===== config.mk =====
export PLATFORM = sky130hd
export DESIGN_NAME = execute_arbiter
export DESIGN_NICKNAME = d
export VERILOG_FILES = /design/src/rtl/execute_arb_pkg.sv /design/src/rtl/rr_picker.sv /design/src/rtl/execute_arbiter.sv
export SDC_FILE = /design/constraint.sdc
export NUM_CORES = 1
export LEC_CHECK = 0
export CORE_UTILIZATION = 40
export DETAILED_ROUTE_END_ITERATION = 6
export GPL_TIMING_DRIVEN = 0
export PLACE_DENSITY = 0.87
export SYNTH_ARGS = -nofsm -noshare
export SYNTH_HDL_FRONTEND = slang
export SYNTH_SLANG_ARGS = --single-unit

===== constraint.sdc =====
create_clock -name clk -period 7 [get_ports clk]
set_input_delay 1.75 -clock clk [delete_from_list [all_inputs] [get_ports clk]]
set_output_delay 1.75 -clock clk [all_outputs]
set_load 0.02 [all_outputs]

===== src/rtl/execute_arb_pkg.sv =====
// Shared types, ALU control encodings and sizing helper for the execute arbiter.
package execute_arb_pkg;

  typedef logic [3:0] alu_ctrl_t;

  localparam alu_ctrl_t ALU_NOP = 4'b0000;
  localparam alu_ctrl_t ALU_ADD = 4'b0010;

  // Requester-id width, never narrower than one bit.
  function automatic int unsigned id_w(input int unsigned n);
    return (n < 32'd2) ? 32'd1 : 32'($clog2(n));
  endfunction

endpackage


===== src/rtl/rr_picker.sv =====
// Circular priority picker: first set request strictly after the pointer, wrapping around.
module rr_picker
  import execute_arb_pkg::*;
#(
  parameter int unsigned NREQ = 4
) (
  input  logic [NREQ-1:0]       req,
  input  logic [id_w(NREQ)-1:0] ptr,
  output logic [NREQ-1:0]       grant_c,
  output logic [id_w(NREQ)-1:0] idx_c
);

  localparam int unsigned IDW = id_w(NREQ);

  logic [IDW-1:0] cand;
  logic           found;

  always_comb begin
    grant_c = '0;
    idx_c   = '0;
    found   = 1'b0;
    cand    = '0;
    for (int unsigned k = 1; k <= NREQ; k++) begin
      cand = IDW'((32'(ptr) + k) % NREQ);
      if (!found && req[cand]) begin
        found         = 1'b1;
        grant_c[cand] = 1'b1;
        idx_c         = cand;
      end
    end
  end

endmodule


===== src/rtl/execute_arbiter.sv =====
// Round-robin sharing of one Execute stage: grant, issue slot, tagged response slot.
module execute_arbiter
  import execute_arb_pkg::*;
#(
  parameter int unsigned WIDTH = 8,
  parameter int unsigned NREQ  = 4
) (
  input  logic                    clk,
  input  logic                    reset,
  input  logic [NREQ-1:0]         req_valid,
  output logic [NREQ-1:0]         req_ready,
  input  logic [NREQ-1:0]         req_alusrc,
  input  logic [4*NREQ-1:0]       req_ctrl,
  input  logic [WIDTH*NREQ-1:0]   req_a,
  input  logic [WIDTH*NREQ-1:0]   req_b,
  input  logic [WIDTH*NREQ-1:0]   req_imm,
  input  logic                    stall,
  output logic                    ALUSrcE,
  output logic [3:0]              ALUControlE,
  output logic [WIDTH-1:0]        SrcAE,
  output logic [WIDTH-1:0]        WriteDataE,
  output logic [WIDTH-1:0]        ExtImmE,
  input  logic [WIDTH-1:0]        ALUResultE,
  input  logic [3:0]              ALUFlags,
  output logic                    rsp_valid,
  output logic [$clog2(NREQ)-1:0] rsp_id,
  output logic [WIDTH-1:0]        rsp_result,
  output logic [3:0]              rsp_flags,
  output logic                    busy
);

  localparam int unsigned IDW = id_w(NREQ);

  logic [IDW-1:0]   last_grant;
  logic [NREQ-1:0]  grant;
  logic [IDW-1:0]   gidx;
  logic             hs;
  logic             iss_valid;
  logic [IDW-1:0]   iss_id;
  logic             sel_alusrc;
  alu_ctrl_t        sel_ctrl;
  logic [WIDTH-1:0] sel_a;
  logic [WIDTH-1:0] sel_b;
  logic [WIDTH-1:0] sel_imm;

  rr_picker #(.NREQ(NREQ)) u_picker (
    .req     (req_valid),
    .ptr     (last_grant),
    .grant_c (grant),
    .idx_c   (gidx)
  );

  assign req_ready = (reset || stall) ? '0 : grant;
  assign hs        = |req_ready;

  // Operand mux for the granted requester.
  always_comb begin
    sel_alusrc = 1'b0;
    sel_ctrl   = ALU_NOP;
    sel_a      = '0;
    sel_b      = '0;
    sel_imm    = '0;
    for (int unsigned i = 0; i < NREQ; i++) begin
      if (gidx == IDW'(i)) begin
        sel_alusrc = req_alusrc[i];
        sel_ctrl   = req_ctrl[4*i +: 4];
        sel_a      = req_a[WIDTH*i +: WIDTH];
        sel_b      = req_b[WIDTH*i +: WIDTH];
        sel_imm    = req_imm[WIDTH*i +: WIDTH];
      end
    end
  end

  // Operands are cleared when the slot is empty so Execute sees ALU_NOP and zeros.
  always_ff @(posedge clk) begin
    if (reset) begin
      last_grant  <= IDW'(NREQ - 1);
      iss_valid   <= 1'b0;
      iss_id      <= '0;
      ALUSrcE     <= 1'b0;
      ALUControlE <= ALU_NOP;
      SrcAE       <= '0;
      WriteDataE  <= '0;
      ExtImmE     <= '0;
      rsp_valid   <= 1'b0;
      rsp_id      <= '0;
      rsp_result  <= '0;
      rsp_flags   <= '0;
      busy        <= 1'b0;
    end else begin
      if (hs) last_grant <= gidx;
      iss_valid   <= hs;
      iss_id      <= hs ? gidx : '0;
      ALUSrcE     <= hs & sel_alusrc;
      ALUControlE <= hs ? sel_ctrl : ALU_NOP;
      SrcAE       <= hs ? sel_a : '0;
      WriteDataE  <= hs ? sel_b : '0;
      ExtImmE     <= hs ? sel_imm : '0;
      rsp_valid   <= iss_valid;
      rsp_id      <= iss_id;
      if (iss_valid) begin
        rsp_result <= ALUResultE;
        rsp_flags  <= ALUFlags;
      end
      busy        <= hs | iss_valid;
    end
  end

endmodule


==> impl_results.rst <==
.. list-table::
   :header-rows: 1

   * - Metric
     - Value
   * - Result of the run
     - finished, final reports clean
   * - Cell type contributing the most total cell area after synthesis
     - sky130_fd_sc_hd__dfxtp_1
   * - Leakage
     - 1.94 nW
   * - Max_slew headroom
     - 0.545
   * - HPWL after detailed placement
     - 7360 um
   * - Slowest-stage cell, CP
     - sky130_fd_sc_hd__mux4_2
   * - Hold path startpoint
     - iss_id[0]
   * - Number of global-route vias before repair
     - 2,588
   * - Count of antenna diodes in the layout
     - 0
   * - Number of register bits inferred by synthesis
     - 50
   * - Cells along the critical path
     - clkdlybuf4s50_1, mux4_2, nor2b_1, nor3b_2, a2bb2oi_1, a21oi_1, clkdlybuf4s50_1
   * - Congestion Overflow GR
     - 0
   * - Fin. max-slew vios
     - 0
   * - Worst IR drop on VDD
     - 0.240 mV
   * - Die boundary height
     - 87.4 um
   * - Max stage delay on crit path
     - 0.62 ns
   * - Top-count cell post-synth
     - sky130_fd_sc_hd__dfxtp_1
   * - Buffers plus inverters on the worst setup path
     - 2
   * - Cell area reported after detailed placement
     - 4860 um^2
   * - Power per cell area
     - 391 nW/um^2
   * - Synthesized area
     - 2920 um^2
   * - Antenna violations before repair
     - 0
   * - Most common flop cell mapped by yosys
     - sky130_fd_sc_hd__dfxtp_1
   * - Count of unresolved DRC violations after routing
     - 0
   * - Quantity of hold-fixing buffers added after cts
     - 0
   * - Yosys warning count
     - 0
   * - TNS Setup
     - 0 ns
   * - Setup Slack @ Placement
     - 0.917 ns
   * - Root buf cell
     - sky130_fd_sc_hd__clkbuf_8
   * - Total die area
     - 7630 um^2
   * - Number of vias per cell
     - 5.08
   * - Biggest area contributors in the synthesized netlist
     - sky130_fd_sc_hd__dfxtp_1 34%, sky130_fd_sc_hd__mux4_1 23%, sky130_fd_sc_hd__and2_1 6.7%, sky130_fd_sc_hd__mux4_2 5.4%, sky130_fd_sc_hd__mux2i_1 4.5%
   * - Detail-routed net length per standard cell
     - 17.4 um
   * - Worst-skew pair later-pin latency
     - 0.29 ns
   * - Reg2reg path depth
     - 11
   * - Number of antenna-violating nets in the routed design
     - 0
   * - Count of unique library cells instantiated by Yosys
     - 46
   * - Kind of path behind the tightest hold check
     - flip-flop to flip-flop
   * - Achievable Freq
     - 164 MHz
   * - Worst-margin pin slew
     - 0.682 ns
   * - Max Fanout on Critical Path
     - 8
   * - Layout cells sized above 1
     - 0.0983
   * - Crit Path Category
     - primary input to output port
   * - Kind of start point of the critical path
     - primary input
   * - Most used cell, CP
     - sky130_fd_sc_hd__clkdlybuf4s50_1
   * - Synthesized Nets
     - 370
   * - Number of buffers on the longest clock path
     - 2
   * - Post-synthesis async set-or-reset flop share
     - 0
   * - Pin count of the biggest net entering global routing
     - 16
   * - Type of element capturing the critical path
     - output port
   * - Final critical delay including setup and external delays
     - 6.10 ns
   * - Post-route clock period utilization
     - 0.872
   * - Crit. Startpoint
     - req_valid[2]
   * - Global-route total usage across every layer
     - 0.228
   * - Setup repair after global routing missed its margin
     - no
   * - GP Congestion
     - 0.841
   * - Cell count after synthesis
     - 227
   * - Cell row count
     - 30
   * - Terminating pin of the worst hold path
     - rsp_id[0]
   * - Area growth syn-to-layout
     - 71.5%
   * - Cell family contributing the most delay on the critical path
     - buffers and inverters
   * - Largest clock skew in the final design
     - 0.00896 ns
   * - Detailed Route Iter0 Violations
     - 73
   * - Design area
     - 5000 um^2
   * - Arrival time at the worst endpoint
     - 4.35 ns
   * - TritonCTS clock tree
     - done
   * - Reg-to-reg slack, setup
     - 3.51 ns
   * - Htree depth
     - 2
   * - First-pass iteration count of the detailed router
     - 4
   * - Seq/Total Area, Yosys
     - 0.343
   * - Initial Util
     - 0.422
   * - # setup viols final
     - 0
   * - Aggregate routed wire length
     - 8930 um
   * - Critical Path Stages
     - 7
   * - Clock tree sinks
     - 50
   * - First-pass GRT wire length
     - 13,200 um
   * - Share of the synthesized area in the top cell type
     - 0.343
   * - Count of vias placed by the detailed router
     - 2,606
   * - Clock transition at the register clock pins on the worst setup and hold paths after CTS
     - 0.09 ns
   * - Cell types with the highest counts after synthesis
     - 50 x sky130_fd_sc_hd__dfxtp_1, 31 x sky130_fd_sc_hd__and2_1, 26 x sky130_fd_sc_hd__mux4_1, 15 x sky130_fd_sc_hd__nor2_1, 13 x sky130_fd_sc_hd__mux2i_1
   * - Number of buffer cells added on primary ports
     - 182
   * - Core Region
     - 6910 um^2
   * - Number of maximum-capacitance constraint violations
     - 0
   * - Average instance area after synthesis
     - 12.8 um^2
   * - Final Worst Setup Slack
     - 0.899 ns
   * - Number of instances resized during post-cts repair
     - 0
   * - Capturing point of the worst reg2reg path
     - WriteDataE[6]
   * - Number of flops mapped to enable cells by yosys
     - 0
   * - Number of top-level pins
     - 184
   * - Number of setup buffers added after CTS
     - 0
   * - Final Hold Violating Endpoints
     - 0
   * - Horizontal die dimension
     - 87.4 um
   * - Number of buffers inserted during clock tree synthesis
     - 5
   * - Net count, final
     - 559
   * - Critical path data required time
     - 5.25 ns
   * - Launch point of the worst reg-to-reg path
     - last_grant[0]
   * - Number of stages on the worst hold path
     - 1
==> worst max-delay path by stage <==
stage,end,slack (ns)
final,req_ready[2],0.90
after floorplan,req_ready[2],2.05
after global routing,req_ready[0],0.78
after detailed placement,req_ready[2],0.92
after CTS,req_ready[2],0.92
after global placement,req_ready[2],0.98
==> logic make-up (layout without fill, tap and decap cells) <==
family                   after synthesis  count (layout)  synth area share
multiplexers                          48              48             0.341
AO/OA/AOI/OAI                         31              31            0.0888
adder cells (fa/ha/maj)                8               8            0.0343
AND/OR/NAND/NOR                       66              66             0.132
buffers and inverters                 24             214            0.0609
flip-flops                            50              50             0.343
==> per-stage QoR <==
stage | hold WS (ns) | cells | total power [mW] | util
2_1_floorplan | 0.414 | 227 | 1.32 | -
3_3_place_gp | 0.423 | 505 | 1.69 | 0.703
3_5_place_dp | 0.422 | 505 | 1.72 | 0.703
4_1_cts | 0.444 | 513 | 1.97 | 0.724
5_1_grt | 0.474 | 513 | 2.07 | 0.724
6_report | 0.441 | 513 | 1.96 | 0.724
==> worst reg2reg max path, cell delays in order, from the launching register on <==
cell	delay (ns)
sky130_fd_sc_hd__dfxtp_1	0.51
sky130_fd_sc_hd__buf_6	0.20
sky130_fd_sc_hd__inv_1	0.12
sky130_fd_sc_hd__ha_1	0.29
sky130_fd_sc_hd__buf_2	0.19
sky130_fd_sc_hd__mux4_2	0.63
sky130_fd_sc_hd__nor2b_1	0.22
sky130_fd_sc_hd__o21ai_2	0.09
sky130_fd_sc_hd__o21ai_2	0.14
sky130_fd_sc_hd__buf_6	0.23
sky130_fd_sc_hd__mux4_1	0.61
sky130_fd_sc_hd__and2_1	0.18
==> layout by cell type, fill, tap and decap left out, drive strengths merged, types with 3 or more instances in the layout <==
master	n
buf	14
o21ai	3
ha	8
clkdlybuf4s50	182
and2	31
nand2	4
inv	8
mux4	33
mux2i	13
nor2	15
nand3b	3
clkbuf	8
a21oi	10
dfxtp	50
nor2b	4
==> report_power, final <==
group | switching, mW | internal [mW] | total, mW
sequential | 0.0385 | 0.372 | 0.410
clock | 0.0926 | 0.152 | 0.245
combinational | 0.579 | 0.722 | 1.30
total | 0.710 | 1.25 | 1.96
==> state kept, by name, summed over array words and instances (netlist names) <==
register     count
ExtImmE          8
busy             1
ALUControlE      4
ALUSrcE          1
WriteDataE       8
last_grant       2
iss_id           2
rsp_flags        4
rsp_valid        1
iss_valid        1
rsp_id           2
rsp_result       8
SrcAE            8
==> per-layer routing <==
| layer | track usage | share of wire | up-vias |
|---|---|---|---|
| li1 | - | - | 1241 |
| met1 | 0.252 | 0.38 | 1254 |
| met2 | 0.440 | 0.54 | 104 |
| met3 | 0.0540 | 0.072 | 7 |
| met4 | 0.0492 | 0.0074 | 0 |
| met5 | 0 | 0 | - |
==> final cells by class <==
cell class / count / area, um^2
repair buffers: 182 / 1820
clock inverters: 2 / 60.1
multi-input cells: 153 / 1740
clock buffers: 6 / 82.6
fillers: 507 / 1910
inverters: 8 / 32.5
flip-flops and latches: 50 / 1000
plain buffers: 16 / 145
well taps: 96 / 120
(Power assumes the default switching activity.)
